<file path="config.mk">
export PLATFORM = sky130hd
export DESIGN_NAME = seq_detect_prog
export DESIGN_NICKNAME = d
export VERILOG_FILES = /design/src/rtl/seq_detect_prog.sv
export SDC_FILE = /design/constraint.sdc
export NUM_CORES = 1
export LEC_CHECK = 0
export CAP_MARGIN = 15
export CORE_MARGIN = 2
export CORE_UTILIZATION = 40
export CTS_CLUSTER_DIAMETER = 30
export CTS_CLUSTER_SIZE = 24
export DETAILED_ROUTE_END_ITERATION = 12
export PLACE_DENSITY = 0.74
export SKIP_LAST_GASP = 1
export SLEW_MARGIN = 20
export SYNTH_ARGS = -nofsm -noshare
export SYNTH_HDL_FRONTEND = slang
export SYNTH_SLANG_ARGS = --single-unit
</file>
<file path="constraint.sdc">
create_clock -name clk -period 6.2 [get_ports clk]
set_input_delay 1.55 -clock clk [delete_from_list [all_inputs] [get_ports clk]]
set_output_delay 1.55 -clock clk [all_outputs]
set_load 0.02 [all_outputs]
</file>
<file path="src/rtl/seq_detect_prog.sv">
// Programmable serial sequence detector.
// Watches a qualified serial bit stream for a runtime-loadable pattern of up
// to PAT_W bits. Produces a registered one-cycle match pulse and a saturating
// match count. Matches can be overlapping or non-overlapping.
module seq_detect_prog #(
    parameter int               PAT_W     = 4,
    parameter int               CNT_W     = 8,
    parameter logic [PAT_W-1:0] RESET_PAT = 4'b1011,
    parameter int               RESET_LEN = 4,
    localparam int              LEN_W     = $clog2(PAT_W + 1)
) (
    input  logic             clk,
    input  logic             reset,
    input  logic             inp_bit,
    input  logic             inp_valid,
    input  logic             cfg_load,
    input  logic [PAT_W-1:0] cfg_pattern,
    input  logic [LEN_W-1:0] cfg_len,
    input  logic             cfg_overlap,
    input  logic             count_clr,
    output logic             seq_seen,
    output logic [CNT_W-1:0] match_count
);

    localparam logic [LEN_W-1:0] LEN_MAX = LEN_W'(PAT_W);
    localparam logic [LEN_W-1:0] LEN_MIN = LEN_W'(1);

    // Active configuration
    logic [PAT_W-1:0] pat_r;
    logic [LEN_W-1:0] len_r;
    logic             ovl_r;

    // Received-bit history; hist[0] is the newest bit
    logic [PAT_W-1:0] hist;
    logic [LEN_W-1:0] fill;

    logic [PAT_W-1:0] hist_next;
    logic [LEN_W-1:0] fill_next;
    logic [PAT_W-1:0] len_mask;
    logic [LEN_W-1:0] cfg_len_clamped;
    logic             match;

    // Clamp the requested length into the legal range 1..PAT_W
    always_comb begin
        cfg_len_clamped = cfg_len;
        if (cfg_len == '0) begin
            cfg_len_clamped = LEN_MIN;
        end else if (cfg_len > LEN_MAX) begin
            cfg_len_clamped = LEN_MAX;
        end
    end

    // Build a mask that selects only the low len_r bits of the history
    always_comb begin
        len_mask = '0;
        for (int i = 0; i < PAT_W; i++) begin
            len_mask[i] = (i < int'(len_r));
        end
    end

    // Updated history/fill and match decision for the bit arriving this edge.
    // A coincident cfg_load discards the bit, so it can never produce a match.
    always_comb begin
        hist_next = {hist[PAT_W-2:0], inp_bit};
        fill_next = (fill == LEN_MAX) ? fill : fill + LEN_W'(1);
        match     = inp_valid && !cfg_load && (fill_next >= len_r) &&
                    (((hist_next ^ pat_r) & len_mask) == '0);
    end

    // Configuration registers, replaced wholesale on cfg_load
    always_ff @(posedge clk or posedge reset) begin
        if (reset) begin
            pat_r <= RESET_PAT;
            len_r <= LEN_W'(RESET_LEN);
            ovl_r <= 1'b1;
        end else if (cfg_load) begin
            pat_r <= cfg_pattern;
            len_r <= cfg_len_clamped;
            ovl_r <= cfg_overlap;
        end
    end

    // History shift, fill tracking and the registered match pulse
    always_ff @(posedge clk or posedge reset) begin
        if (reset) begin
            hist     <= '0;
            fill     <= '0;
            seq_seen <= 1'b0;
        end else if (cfg_load) begin
            hist     <= '0;
            fill     <= '0;
            seq_seen <= 1'b0;
        end else if (inp_valid) begin
            seq_seen <= match;
            if (match && !ovl_r) begin
                hist <= '0;
                fill <= '0;
            end else begin
                hist <= hist_next;
                fill <= fill_next;
            end
        end else begin
            seq_seen <= 1'b0;
        end
    end

    // Saturating match counter; a clear wins over a coincident increment
    always_ff @(posedge clk or posedge reset) begin
        if (reset) begin
            match_count <= '0;
        end else if (count_clr) begin
            match_count <= '0;
        end else if (match && (match_count != '1)) begin
            match_count <= match_count + CNT_W'(1);
        end
    end

endmodule
</file>
### Word level (Yosys, flattened, before mapping)

Index checks and enable logic that the tools add are counted.

* multiplexer cells: 13
* equal/unequal tests: 2
* add/subtract/negate cells: 2
* reduce and logical (&&, ||, !) cells: 11
* order comparisons: 6
* bitwise gates (word level): 2

Operator list (count)
* two-way mux 3 bit: 9
* two-way mux 8 bit: 2
* adder 8 x 1 -> 8 bit, second input constant: 1
* != test 8 bit, second input constant: 1
* less-than comparator 1 x 3 -> 1 bit, first input constant: 2
* less-than comparator 2 x 3 -> 1 bit, first input constant: 2
* logical AND 1 bit: 5
* bitwise AND 4 bit: 1
* zero test 4 bit: 1
* nonzero test 2 bit: 2
* XOR 4 bit: 1
* adder 3 x 1 -> 3 bit, second input constant: 1
* == test 3 bit, second input constant: 1
* greater-or-equal comparator 3 bit: 1
* > comparator 3 bit, second input constant: 1
* zero test 3 bit: 1
* zero test 1 bit: 2
* two-way mux 1 bit: 2

* input port bits: 14
* output and inout port bits: 9
* register bits after elaboration: 23
* word-level logic and storage cells: 43

### Depth between registers and ports, before layout

* depth after elaboration: 9
* mapped depth: 11

### Least setup slack after synthesis

OpenSTA, ideal clock, no wires.

* path kind: input-to-reg
* from: input port inp_bit
* to: register match_count[3]
* path buffers: 0
* arrival: 2823 ps
* required time: 6122 ps
* slack: 3299 ps
* cell stages on the path: 5
* cell sequence: xor2_1 a222oi_1 nand3_1 or4_1 a21oi_1

* cells in the longest elaborated chain, start to end: 6

RTL lines
* start, declared: line 14 `input logic inp_bit,`
* XOR 4 bit: line 67 `(((hist_next ^ pat_r) & len_mask) == '0);`
* bitwise AND 4 bit: line 67
* zero test 4 bit: line 67
* logical AND 1 bit: line 66 `match = inp_valid && !cfg_load && (fill_next >= len_r) &&`
* logical AND 1 bit: line 113 `end else if (match && (match_count != '1)) begin`
* nonzero test 2 bit (no line)
* end signal, assigned: line 114 `match_count <= match_count + CNT_W'(1);`
* end, declared: line 22 `output logic [CNT_W-1:0] match_count`

Every way passes these cells.
A chain may end at the register's enable or synchronous reset.

### Worst setup path in the final report

* from: input port cfg_load
* to: register match_count[3]

* cells in the longest elaborated chain, start to end: 6

RTL lines
* start, declared: line 16 `input logic cfg_load,`
* zero test 1 bit: line 66
* logical AND 1 bit (3 in series): line 66
* logical AND 1 bit: line 113
* nonzero test 2 bit (no line)

Every way passes these cells.

==> run_results.csv <==
group,metric,value,unit
timing,fin_ws,2643,ps
cells_and_area,multiInputGateArea,589.3,um2
timing,worst_pin_slew,845.7,ps
setup_path,r2r_end,"match_count[4]$_DFFE_PP0P_",
setup_path,cp.arrival,3810,ps
power,power.density,187.8,nW/um2
power,power.leakage,0.0006653,uW
cells_and_area,seq_area,581.8,um2
setup_path,ff2ff_path_depth,11,
cells_and_area,areaGrowthSynthToFinish,22.09,%
logic_synthesis,ys_warn_count,0,
timing,finalSetupViolCount,0,
setup_path,crit_cells,5,
placement,gp_congestion,0.7885,
power,power_frac_seq,0.589,
logic_synthesis,ys_seq_area_frac,0.4711,
grt,grt_pass1_vias,1035,
setup_path,path_cells,"clkdlybuf4s50_1 -> a211oi_1 -> nand3_1 -> or4_1 -> a21oi_1",
logic_synthesis,ys_types,28,
floorplanning,die_w,59.57,um
min_path,hp-class,"flop to flop",
logic_synthesis,yosysMostFrequentCell,"dfrtp_1",
cells_and_area,finalNonFillerCells,183,
cts,cts_root_buf,"clkbuf_4",
setup_path,cp-end-kind,"flop",
power,intPower,207.2,uW
outcome,status,"complete, no violations",
placement,dp_hpwl,1.839,mm
setup_path,timing.rr.start,"fill[0]$_DFFE_PP0P_",
setup_path,cp_slowest_cell,"clkdlybuf4s50_1",
cells_and_area,antenna_cells_inserted,0,
grt,grt_pass1_wl,4.215,mm
floorplanning,ios,23,
timing,fin_crit_sh,0.5737,
routing,wl,2.436,mm
min_path,holdPathStages,2,
logic_synthesis,yosys-top-cells-area,"dfrtp_1 36%, dfstp_2 11%, mux2_2 6.4%",
routing,dr_total_vias,986,
floorplanning,num_rows,20,
routing,wl_per_cell,13.31,um
placement,place_inst,179,
setup_path,crit_family,"simple AND/OR/NAND/NOR gates",
cts,cts.sinks,23,
cts,ctsHoldBuffers,0,
cts,clockBufferDepth,2,
logic_synthesis,synthTopCellsByCount,"18 x dfrtp_1, 14 x a21oi_1, 12 x inv_1, 12 x nand2_1, 7 x mux2_2",
grt,grt_max_degree,24,
floorplanning,die_area,3548,um2
timing,slew_headroom,0.4356,
timing,totalNegativeSetupSlack,0,ps
grt,grt_usage,0.1551,
logic_synthesis,synth_edf_count,0,
cells_and_area,fill_cells,298,
grt,antenna_found_initial,0,
routing,ant_nets,0,
floorplanning,chipHeight,59.57,um
placement,port_buffers,22,
power,p_comb_frac,0.158,
grt,grt_overflow,0,
flow_run,max_cap_viol_count,0,
cts,clk_pin_slew_worst_paths,130,ps
timing,fmax,281.1,MHz
logic_synthesis,synth_top_area_frac,0.3647,
timing,hold_viol,0,
cts,clk_latency,320,ps
routing,drt-vias-per-instance,5.388,
timing,fin_crit,3557,ps
min_path,hold_path_startpoint,"len_r[2]$_DFFE_PP1P_",
routing,first_pass_iters,4,
logic_synthesis,syn_inst,129,
floorplanning,fp.coreArea,3003,um2
min_path,whs_endpoint,"len_r[2]$_DFFE_PP1P_",
setup_path,startpoint_type,"input port",
cts,cts.repair.resized,0,
logic_synthesis,synthFlopType,"dfrtp_1",
setup_path,crit_buf_inv,1,
power,swShare,0.2684,
routing,drtIter0Drc,29,
setup_path,rrSetupSlack,3530,ps
power,power.switching,76.02,uW
cells_and_area,final_core_util,0.5021,
floorplanning,start_util,0.4112,
logic_synthesis,syn_nets,149,
logic_synthesis,async_reset_ff_frac,1.000,
setup_path,path_max_fanout,18,
logic_synthesis,avgSynthCellArea,9.573,um2
setup_path,crit_type,"input port to flop",
routing,drc_errors,0,
power,p_clk_frac,0.252,
setup_path,required,6450,ps
logic_synthesis,post-synth-top-area-cell,"dfrtp_1",
timing,grt_setup_unrepaired,"false",
cts,postCtsSetupBuffers,0,
placement,dpl_worst_slack,2288,ps
cells_and_area,drive_gt1_frac,0.1133,
cts,htreeDepth,1,
power,peakVddDrop,0.1309,mV
logic_synthesis,mappedNetlistArea,1235,um2
cts,numCtsBuffers,3,
setup_path,critPathMaxStageDelay,730,ps
timing,skew,5.771,ps
cts,cts_tree,"done",
timing,slew_viol_final,0,
logic_synthesis,ys_ff_latch,23,
cells_and_area,nets,171,
## sequential cells by signal, indices dropped and copies added, names as in the netlist
register     count
match_count      8
fill             3
hist             3
seq_seen         1
pat_r            4
len_r            3
ovl_r            1
## final cells by class
cell class | count | share of cell area
multi-input combinational | 89 | 0.3909
sequential | 23 | 0.3859
timing repair buffer | 22 | 0.1461
inverter | 12 | 0.02988
tap | 33 | 0.02739
clock buffer | 3 | 0.01494
clock inverter | 1 | 0.004979
## stage by stage
step / total power, uW / area (um2) / hold slack, ps
finish: 283.2 / 1508 / 546.6
global route: 300.2 / 1508 / 581.4
CTS: 288.2 / 1508 / 549.5
detailed placement: 215.1 / 1478 / 530.6
global placement: 212.8 / 1478 / 518.0
floorplan: 196.7 / 1235 / 490.8
## power by group through the flow
| stage | clock (uW) | sequential, uW | combinational, uW |
|---|---|---|---|
| 2_1_floorplan | 0 | 169 | 28.1 |
| 3_3_place_gp | 0 | 169 | 43.4 |
| 3_5_place_dp | 0 | 170 | 45.4 |
| 4_1_cts | 75.6 | 167 | 45.7 |
| 5_1_grt | 81.6 | 168 | 50.3 |
| 6_report | 71.5 | 167 | 44.8 |
## worst max path at each step
stage                  start                    endpoint
global placement    cfg_load  match_count[3]$_DFFE_PP0P_
global route        cfg_load  match_count[3]$_DFFE_PP0P_
floorplan            inp_bit  match_count[3]$_DFFE_PP0P_
finish              cfg_load  match_count[3]$_DFFE_PP0P_
CTS                 cfg_load  match_count[3]$_DFFE_PP0P_
detailed placement  cfg_load  match_count[3]$_DFFE_PP0P_
## placed cells by master (no fill, tap or decap), types with 5 or more instances in the layout
cell type	instances
clkdlybuf4s50_1	22
dfrtp_1	18
a21oi_1	14
nand2_1	12
inv_1	12
mux2_2	7
nand3_1	6
ha_1	6
o21ai_0	5
o211ai_1	5
nor2_1	5
dfstp_2	5
## worst reg2reg max path, stage by stage, from the launching register on
cell,delay (ps)
dfrtp_1,440
inv_1,80
ha_1,160
nand2_1,70
xnor2_1,260
ha_1,290
nor2b_1,110
o21ai_0,100
nand3_1,390
inv_1,230
nand3_1,120
mux2_2,330
## routing by layer
layer / GRT usage / wire (um) / vias up
met2: 0.2904 / 1264 / 14
met5: 0 / 0 / -
met1: 0.1722 / 1088 / 479
met3: 0.04148 / 83 / 0
li1: - / - / 493
met4: 0.03810 / 0 / 0
## cells by family (layout without fill, tap and decap cells)
logic type,Yosys count,after routing,synth area share
muxes,7,7,0.06383
DFF,23,23,0.4711
AOI/OAI and AO/OA,33,33,0.1652
buffers and inverters,17,38,0.05167
adders and majority gates,6,6,0.06079
and+or+nand+nor,38,38,0.1520
xor gates and xnor gates,5,5,0.03546
(Power assumes the default switching activity.)
